File: src/rtl/ip_pkg.sv
// ip_pkg: shared definitions for the input-peripheral scan controller.
//   - LSU register addresses (byte addresses, decoded on [15:2])
//   - scan FSM state encoding
//   - CTRL bit positions, reset value and writable-bit mask
//   - addr_hit(): word-address compare helper
package ip_pkg;

  localparam logic [15:0] IP_SW_ADDR   = 16'h7800;
  localparam logic [15:0] IP_BTN_ADDR  = 16'h7810;
  localparam logic [15:0] IP_EVT_ADDR  = 16'h7814;
  localparam logic [15:0] IP_CTRL_ADDR = 16'h7818;

  typedef enum logic [1:0] {
    S_IDLE   = 2'd0,
    S_WAIT   = 2'd1,
    S_SAMPLE = 2'd2,
    S_COMMIT = 2'd3
  } scan_state_e;

  localparam int CTRL_SCAN_EN_BIT = 0;
  localparam int CTRL_IRQ_EN_BIT  = 1;
  localparam int CTRL_MASK_LSB    = 4;
  localparam int CTRL_MASK_MSB    = 7;

  localparam logic [7:0] CTRL_RST_VAL = 8'hF1;
  // Only scan_en, irq_en and irq_mask are implemented; other bits read 0.
  localparam logic [7:0] CTRL_WR_MASK = 8'hF3;

  // Byte-lane bits [1:0] and the region bits [31:16] are don't-care.
  function automatic logic addr_hit(input logic [15:0] addr, input logic [15:0] reg_addr);
    return addr[15:2] == reg_addr[15:2];
  endfunction

endpackage

File: src/rtl/ip_scan_ctrl_if.sv
// ip_scan_ctrl_if: LSU register-port bundle.
//   i_lsu_addr  LSU byte address
//   i_lsu_wren  write enable
//   i_st_data   store data
//   o_rdata     combinational read data
// Handshake: there is no valid/ready pair. A write is accepted on every rising
// clock edge where i_lsu_wren is high; reads are combinational from the current
// registers and need no strobe, so the port can never stall.
interface ip_scan_ctrl_if;
  logic [31:0] i_lsu_addr;
  logic        i_lsu_wren;
  logic [31:0] i_st_data;
  logic [31:0] o_rdata;

  modport master (output i_lsu_addr, output i_lsu_wren, output i_st_data, input o_rdata);
  modport slave  (input i_lsu_addr, input i_lsu_wren, input i_st_data, output o_rdata);
endinterface

File: src/rtl/ip_debounce_bit.sv
// ip_debounce_bit: one input bit of the scan controller.
//   i_clk, i_rst  clock, synchronous active-low reset
//   i_raw         asynchronous pin
//   i_hold        scanning disabled: clear the agreement counter
//   i_sample      evaluate the counter and compute the next stable value
//   i_commit      load the next stable value into o_stable
//   o_stable      debounced value
//   o_next        stable value computed in the last sample pass
module ip_debounce_bit #(
  parameter int STABLE_SAMPLES = 3
) (
  input  logic i_clk,
  input  logic i_rst,
  input  logic i_raw,
  input  logic i_hold,
  input  logic i_sample,
  input  logic i_commit,
  output logic o_stable,
  output logic o_next
);

  localparam logic [2:0] CNT_LAST = 3'(STABLE_SAMPLES - 1);

  logic       sync1_q, sync2_q;
  logic [2:0] cnt_q;
  logic       next_q;

  always_ff @(posedge i_clk) begin
    if (!i_rst) begin
      sync1_q <= 1'b0;
      sync2_q <= 1'b0;
    end else begin
      sync1_q <= i_raw;
      sync2_q <= sync1_q;
    end
  end

  // The flip needs STABLE_SAMPLES differing samples in a row: the counter
  // already holding CNT_LAST means this sample is the last one required.
  always_ff @(posedge i_clk) begin
    if (!i_rst) begin
      cnt_q  <= 3'd0;
      next_q <= 1'b0;
    end else if (i_hold) begin
      cnt_q  <= 3'd0;
      next_q <= o_stable;
    end else if (i_sample) begin
      if (sync2_q != o_stable) begin
        if (cnt_q == CNT_LAST) begin
          cnt_q  <= 3'd0;
          next_q <= sync2_q;
        end else begin
          cnt_q  <= cnt_q + 3'd1;
          next_q <= o_stable;
        end
      end else begin
        cnt_q  <= 3'd0;
        next_q <= o_stable;
      end
    end
  end

  always_ff @(posedge i_clk) begin
    if (!i_rst)        o_stable <= 1'b0;
    else if (i_commit) o_stable <= next_q;
  end

  assign o_next = next_q;

endmodule

File: src/rtl/ip_scan_ctrl.sv
// ip_scan_ctrl: switch/button scan controller for the input-peripheral region.
//   i_clk, i_rst   clock, synchronous active-low reset
//   i_io_sw        32 raw switch pins
//   i_io_btn       4 raw button pins (1 = pressed)
//   bus            LSU register port (EVT at 0x7814, CTRL at 0x7818)
//   o_sw_state     debounced switches
//   o_btn_state    debounced buttons
//   o_upd_en       one-cycle strobe when the debounced state changed
//   o_irq          level interrupt: irq_en & |(EVT & irq_mask)
//   o_dbg_state    current scan FSM state
module ip_scan_ctrl
  import ip_pkg::*;
#(
  parameter logic [15:0] DEBOUNCE_CYCLES = 16'd50000,
  parameter int          STABLE_SAMPLES  = 3
) (
  input  logic          i_clk,
  input  logic          i_rst,
  input  logic [31:0]   i_io_sw,
  input  logic [3:0]    i_io_btn,
  ip_scan_ctrl_if.slave bus,
  output logic [31:0]   o_sw_state,
  output logic [3:0]    o_btn_state,
  output logic          o_upd_en,
  output logic          o_irq,
  output scan_state_e   o_dbg_state
);

  scan_state_e state_q, state_d;
  logic [15:0] presc_q;
  logic        presc_tc;
  logic        presc_run, hold_en, sample_en, commit_en;
  logic [35:0] raw_vec, stable_vec, next_vec;
  logic [3:0]  evt_q, evt_set, evt_clr, btn_rise;
  logic [7:0]  ctrl_q;
  logic        scan_en, irq_en;
  logic        wr_evt, wr_ctrl;
  logic        upd_q;
  logic        unused_bits;

  assign scan_en = ctrl_q[CTRL_SCAN_EN_BIT];
  assign irq_en  = ctrl_q[CTRL_IRQ_EN_BIT];
  assign wr_evt  = bus.i_lsu_wren && addr_hit(bus.i_lsu_addr[15:0], IP_EVT_ADDR);
  assign wr_ctrl = bus.i_lsu_wren && addr_hit(bus.i_lsu_addr[15:0], IP_CTRL_ADDR);
  assign unused_bits = ^{bus.i_lsu_addr[31:16], bus.i_lsu_addr[1:0], bus.i_st_data[31:8]};

  assign raw_vec = {i_io_btn, i_io_sw};

  for (genvar g = 0; g < 36; g++) begin : g_bit
    ip_debounce_bit #(.STABLE_SAMPLES(STABLE_SAMPLES)) u_bit (
      .i_clk    (i_clk),
      .i_rst    (i_rst),
      .i_raw    (raw_vec[g]),
      .i_hold   (hold_en),
      .i_sample (sample_en),
      .i_commit (commit_en),
      .o_stable (stable_vec[g]),
      .o_next   (next_vec[g])
    );
  end

  // FSM: state register
  always_ff @(posedge i_clk) begin
    if (!i_rst) state_q <= S_WAIT;
    else        state_q <= state_d;
  end

  assign presc_tc = (presc_q == DEBOUNCE_CYCLES - 16'd1);

  // FSM: next state. SAMPLE/COMMIT always finish their pass before IDLE.
  always_comb begin
    state_d = state_q;
    case (state_q)
      S_IDLE:   if (scan_en) state_d = S_WAIT;
      S_WAIT: begin
        if (!scan_en)      state_d = S_IDLE;
        else if (presc_tc) state_d = S_SAMPLE;
      end
      S_SAMPLE: state_d = S_COMMIT;
      S_COMMIT: state_d = scan_en ? S_WAIT : S_IDLE;
      default:  state_d = S_WAIT;
    endcase
  end

  // FSM: outputs
  always_comb begin
    presc_run = 1'b0;
    hold_en   = 1'b0;
    sample_en = 1'b0;
    commit_en = 1'b0;
    case (state_q)
      S_IDLE:   hold_en   = 1'b1;
      S_WAIT:   presc_run = scan_en && !presc_tc;
      S_SAMPLE: sample_en = 1'b1;
      S_COMMIT: commit_en = 1'b1;
      default:  ;
    endcase
  end

  // Prescaler is zero whenever it is not actively counting inside WAIT.
  always_ff @(posedge i_clk) begin
    if (!i_rst)         presc_q <= 16'd0;
    else if (presc_run) presc_q <= presc_q + 16'd1;
    else                presc_q <= 16'd0;
  end

  // Strobe lines up with the registered stable state one cycle after COMMIT.
  always_ff @(posedge i_clk) begin
    if (!i_rst) upd_q <= 1'b0;
    else        upd_q <= commit_en && |(next_vec ^ stable_vec);
  end

  assign btn_rise = next_vec[35:32] & ~stable_vec[35:32];
  assign evt_set  = commit_en ? btn_rise : 4'd0;
  assign evt_clr  = wr_evt ? bus.i_st_data[3:0] : 4'd0;

  // Set after clear so a simultaneous press and W1C keeps the event.
  always_ff @(posedge i_clk) begin
    if (!i_rst) evt_q <= 4'd0;
    else        evt_q <= (evt_q & ~evt_clr) | evt_set;
  end

  always_ff @(posedge i_clk) begin
    if (!i_rst)       ctrl_q <= CTRL_RST_VAL;
    else if (wr_ctrl) ctrl_q <= bus.i_st_data[7:0] & CTRL_WR_MASK;
  end

  always_ff @(posedge i_clk) begin
    if (!i_rst) o_irq <= 1'b0;
    else        o_irq <= irq_en && |(evt_q & ctrl_q[CTRL_MASK_MSB:CTRL_MASK_LSB]);
  end

  always_comb begin
    bus.o_rdata = 32'd0;
    if (addr_hit(bus.i_lsu_addr[15:0], IP_EVT_ADDR))       bus.o_rdata = {28'd0, evt_q};
    else if (addr_hit(bus.i_lsu_addr[15:0], IP_CTRL_ADDR)) bus.o_rdata = {24'd0, ctrl_q};
  end

  assign o_sw_state  = stable_vec[31:0];
  assign o_btn_state = stable_vec[35:32];
  assign o_upd_en    = upd_q;
  assign o_dbg_state = state_q;

endmodule

File: src/flat_wrapper.sv
// flat-port wrapper written by rule: the top's interface ports become plain ports
module ip_scan_ctrl_flat import ip_pkg::*;
#(
  parameter logic [15:0] DEBOUNCE_CYCLES = 16'd50000,
  parameter int          STABLE_SAMPLES  = 3
)
  (i_clk, i_rst, i_io_sw, i_io_btn, o_sw_state, o_btn_state, o_upd_en, o_irq, o_dbg_state, bus_i_lsu_addr, bus_i_lsu_wren, bus_i_st_data, bus_o_rdata);
  ip_scan_ctrl_if bus_i ();
  input  logic i_clk;
  input  logic i_rst;
  input  logic [31:0] i_io_sw;
  input  logic [3:0] i_io_btn;
  output logic [31:0] o_sw_state;
  output logic [3:0] o_btn_state;
  output logic o_upd_en;
  output logic o_irq;
  output scan_state_e o_dbg_state;
  input wire logic [$bits(bus_i.i_lsu_addr)-1:0] bus_i_lsu_addr;
  input wire logic [$bits(bus_i.i_lsu_wren)-1:0] bus_i_lsu_wren;
  input wire logic [$bits(bus_i.i_st_data)-1:0] bus_i_st_data;
  output wire logic [$bits(bus_i.o_rdata)-1:0] bus_o_rdata;
  assign bus_i.i_lsu_addr = bus_i_lsu_addr;
  assign bus_i.i_lsu_wren = bus_i_lsu_wren;
  assign bus_i.i_st_data = bus_i_st_data;
  assign bus_o_rdata = bus_i.o_rdata;
  ip_scan_ctrl #(.DEBOUNCE_CYCLES(DEBOUNCE_CYCLES), .STABLE_SAMPLES(STABLE_SAMPLES)) u_core (.i_clk(i_clk), .i_rst(i_rst), .i_io_sw(i_io_sw), .i_io_btn(i_io_btn), .bus(bus_i), .o_sw_state(o_sw_state), .o_btn_state(o_btn_state), .o_upd_en(o_upd_en), .o_irq(o_irq), .o_dbg_state(o_dbg_state));
endmodule
File: config.mk
export PLATFORM = sky130hd
export DESIGN_NAME = ip_scan_ctrl_flat
export DESIGN_NICKNAME = d
export VERILOG_FILES = /design/src/rtl/ip_pkg.sv /design/src/rtl/ip_scan_ctrl_if.sv /design/src/rtl/ip_debounce_bit.sv /design/src/rtl/ip_scan_ctrl.sv /design/src/flat_wrapper.sv
export SDC_FILE = /design/constraint.sdc
export NUM_CORES = 1
export LEC_CHECK = 0
export ABC_AREA = 1
export ABC_CLOCK_PERIOD_IN_PS = 1250
export CORE_UTILIZATION = 44
export CTS_BUF_LIST = sky130_fd_sc_hd__clkbuf_16
export DETAILED_ROUTE_END_ITERATION = 10
export PLACE_DENSITY_LB_ADDON = 0.25
export SLEW_MARGIN = 30
export SYNTH_ARGS = -nofsm -noshare
export SYNTH_HDL_FRONTEND = slang
export SYNTH_SLANG_ARGS = --single-unit
File: constraint.sdc
create_clock -name i_clk -period 1.25 [get_ports i_clk]
set_input_delay 0.25 -clock i_clk [delete_from_list [all_inputs] [get_ports i_clk]]
set_output_delay 0.25 -clock i_clk [all_outputs]
set_load 0.01 [all_outputs]
* After elaboration in Yosys (flattened, before gate mapping)
Index checks and enable logic that the tools add are counted.
Storage, ports and cells: register bits 282, output and inout port bits 72, bits of input ports 103
Cells by class: reductions and logical operators 13, bitwise operators 8, eq/ne operators 80, $add $sub $neg 37, mux-type cells 229
Operators by type and width (count):
- 3-bit two-way mux | 72
- 1-bit two-way mux | 149
- 3-bit by 1-bit adder with 3-bit output, second input constant | 36
- 3-bit by 2-bit == test with 1-bit output, second input constant | 36
- 1-bit != test | 36
- 36-bit OR reduction | 1
- 36-bit XOR | 1
- 32-bit two-way mux | 1
- 14-bit by 13-bit == test with 1-bit output, second input constant | 2
- 16-bit by 1-bit adder with 16-bit output, second input constant | 1
- 16-bit == test, second input constant | 1
- 4-bit bitwise AND | 3
- 4-bit two-way mux | 2
- 8-bit two-way mux | 1
- 4-bit NOT | 2
- 2-bit one-hot mux with 4 select lines | 1
- 2-bit two-way mux | 3
- 1-bit logical AND | 5
- 2-bit == test, second input constant | 2
- 4-bit OR | 1
- 2-bit AND reduction | 2
- 4-bit OR reduction | 1
- 3-bit by 2-bit != test with 1-bit output, second input constant | 1
- 2-bit by 1-bit == test with 1-bit output, second input constant | 1
- 6 further kinds | 6

* Longest topological paths before layout
depth after elaboration 6, gate-level depth with buffers 9, depth with buffers taken out 9

* Hierarchy
From an unflattened synthesis, not the netlist that was laid out.
Second synthesis, totals: cells, all modules 2051, area, all modules 13526.7 um^2
Modules (own cells, without submodules):
- ip_debounce_bit | seq. area each 140.1 um^2, cells an instance 46, area each 310.3 um^2, times used 36
- ip_scan_ctrl | seq. area each 600.6 um^2, cells an instance 395, area each 2356.0 um^2, times used 1

* Worst setup path after synthesis
Ideal clock, no wire load.
kind flip-flop to flip-flop, start reg (tool-made name), end reg u_core.g_bit[10].u_bit.cnt_q[1], buffers on the path 2, cell stages (with the launch flop) 8, required time 1128 ps, setup slack -179 ps, clock period less this slack 1429 ps, arrival 1307 ps, cell sequence dfxtp_1 inv_2 nor2_4 inv_2 buf_2 buf_2 o311ai_1 nor2_1
RTL lines:
- to (signal assigned) | line ip_debounce_bit.sv:53 | cnt_q <= cnt_q + 3'd1;
- to (decl) | line ip_debounce_bit.sv:25 | logic [2:0] cnt_q;

==> metrics.yaml <==
status: "finished with violations"
violations: "negative setup slack"
route.detailed.drc: 0
crit_type: "register to register"
syn_inst: 1839
min_period_over_period_pct: 137
first_pass_iters: 7
path_clk_slew_ns: 0.06
antenna_found_initial: 0
rsz0062_at_grt: "true"
fin_util_pct: 69.7
ys_seq_area_share_pct: 43.4
yosys.area.top_type: "dfxtp_1"
core_area_um2: 28900
num_rows: 62
comb_power_share_pct: 5.3
dpl_worst_slack_ns: -0.985
clock_path_buffers: 3
hpwl_um: 21300
final_cell_mix: "345 x nand2_1, 273 x inv_1, 229 x dfxtp_1, 162 x buf_4, 103 x nor2_1"
cp_max_fo: 8
holdWs_ns: 0.0346
grt_pass1_vias: 13000
period_needed_ns: 1.71
n_antenna_cell: 0
clock.fmax_ghz: 0.586
fin_ws_ns: -0.458
switching_power_mw: 4.26
io_pins: 175
hold_buffers: 0
die_w_um: 174
pwr-share-seq_pct: 48.4
grt_overflow: 0
clkLatencyLatePin_ns: 0.56
dieArea_um2: 30200
p_leak_nw: 9.06
fin_skew_ns: 0.0207
cp.required_ns: 1.71
syn_area_um2: 13000
cts_root_buffer: "clkbuf_16"
grt_pass1_wl_um: 63000
start_kind: "register"
place_area_um2: 15300
io_buffer_count: 108
multi_input_area_um2: 7670
h-tree-depth: 1
synth.area.top_cells: "dfxtp_1 43%, nand2_1 14%, inv_1 8.3%"
drv_slew: 0
seqCellArea_um2: 5770
syn-mean-instance-area_um2: 7.07
async_flop_share_pct: 0
grt_max_degree: 52
clockPowerShare_pct: 46.3
synth_edf_count: 0
synth-main-ff-cell: "dfxtp_1"
grt_use_total_pct: 25.4
crit_path_end_kind: "register"
finalInstanceArea_um2: 20100
ys_ff_latch: 282
final.setup.tns_ns: -33.76
die_y_um: 174
drt-initial-drc-count: 731
switching_share_pct: 22.6
synth_cell_types: 36
cp.arrival_ns: 2.17
initial_core_util_pct: 45.1
vias_per_cell: 5.16
dr_total_vias: 13200
drive_gt1_share_pct: 37.9
cts_buffers: 30
hp-class: "primary input to register"
gp_congestion: 0.851
ant_nets: 0
setup_viol: 203
peakVddDrop_v: 0.00110
p_per_area_nw_per_um2: 938
nets: 2255
cts_tree: "done"
cts.sinks: 282
fill_cells: 2039
synth_top_area_share_pct: 43.4
hold_violations: 0
routed_wl_um: 42100
avgRoutedWirePerCell_um: 16.5
yosys_warnings: 0
p_int_mw: 14.6
synthToLayoutAreaGrowth_pct: 54.6
final_common_cell: "nand2_1"
drv_cap: 0
[stage by stage]
step	cells	power, mW
floorplan	1862	9.75
global placement	2388	10.0
detailed placement	2388	10.0
CTS	2539	18.9
global route	2554	19.4
finish	2554	18.9
[synth_stat cells, types with 2 or more instances]
master and instances:
o311ai_0 4, xor2_1 30, inv_1 288, clkbuf_1 23
o21ai_1 3, o311ai_1 10, nor2_4 2, a211oi_1 23
o21ai_0 115, nor3_1 33, a31oi_1 13, a211oi_2 2
nor2_1 168, nor3b_2 8, or2_2 4, nand4_1 11
dfxtp_1 282, a21oi_1 65, ha_1 5, nand3_1 70
nand2_1 487, nor3b_1 6, buf_1 8, xnor2_1 22
buf_2 27, buf_4 64, inv_2 4, and3_1 8
o211ai_1 47
[routing by layer]
layer  routed length, um  vias to the layer above  GRT usage [%]
met5                   0                        -              0
li1                    -                     6362              -
met3                2550                      153           4.31
met4                2090                        0           11.2
met1               16400                     6192           29.5
met2               21000                      467           45.6
[power groups by stage]
stage | Sequential [mW] | Clock (mW) | Combinational [mW]
final | 9.13 | 8.73 | 0.999
after floorplan | 9.34 | 0 | 0.408
after global routing | 9.13 | 9.23 | 1.07
after global placement | 9.35 | 0 | 0.686
after CTS | 9.13 | 8.79 | 0.948
after detailed placement | 9.36 | 0 | 0.692
[worst paths after layout]
check,from,endpoint,slack (ns),cells past startpoint
worst max-delay path,register,u_core.g_bit[7].u_bit.o_next,-0.46,10
worst min-delay path,i_rst,u_core.g_bit[6].u_bit.sync2_q,0.03,3
worst max register to register,register,u_core.g_bit[7].u_bit.o_next,-0.46,10
worst min register to register,u_core.g_bit[0].u_bit.sync1_q,u_core.g_bit[0].u_bit.sync2_q,0.41,2
[state kept, by name, indices dropped and copies added, names as in the netlist, named ones only]
register                     cells
u_core.o_irq                     1
u_core.evt_q                     4
u_core.g_bit.u_bit.cnt_q       108
u_core.o_upd_en                  1
u_core.g_bit.u_bit.o_next       36
u_core.g_bit.u_bit.o_stable     36
u_core.ctrl_q                    6
u_core.o_dbg_state               1
u_core.presc_q                  16
u_core.g_bit.u_bit.sync1_q      36
u_core.g_bit.u_bit.sync2_q      36
[final cells by class]
cell class / count / area share (%)
multi-input combinational: 1165 / 38.2
sequential: 282 / 28.7
timing repair buffer: 376 / 20.5
inverter: 292 / 5.58
clock buffer: 31 / 3.86
tap: 384 / 2.39
clock inverter: 24 / 0.890
[what timing repair did]
action | in CTS | in global routing
endpoints found under the hold margin | 0 | 0
endpoints found under the setup margin | 200 | 225
buffers inserted | 70 | 30
gates cloned | 27 | 1
pin swaps | 108 | 88
gates resized for setup | 776 | 286
[cells by family after synthesis]
family | count (synthesis) | share of synthesized area, %
XOR/XNOR | 52 | 3.50
AO/OA/AOI/OAI | 285 | 13.0
buffers and inverters | 415 | 14.1
flip-flops | 282 | 43.4
AND/OR/NAND/NOR | 799 | 25.4
adder cells (fa/ha/maj) | 5 | 0.481
other | 1 | 0.0288
[critical path, cell delays in order, from the launching register on]
cell and delay (ns):
dfxtp_4 0.36, inv_4 0.05, buf_6 0.12, nand2_8 0.12, buf_12 0.14, buf_16 0.15, nand4_1 0.12, a21oi_1 0.26
o21ai_1 0.14, nand2_1 0.09, inv_1 0.04
Power figures use the tool's default switching activity.
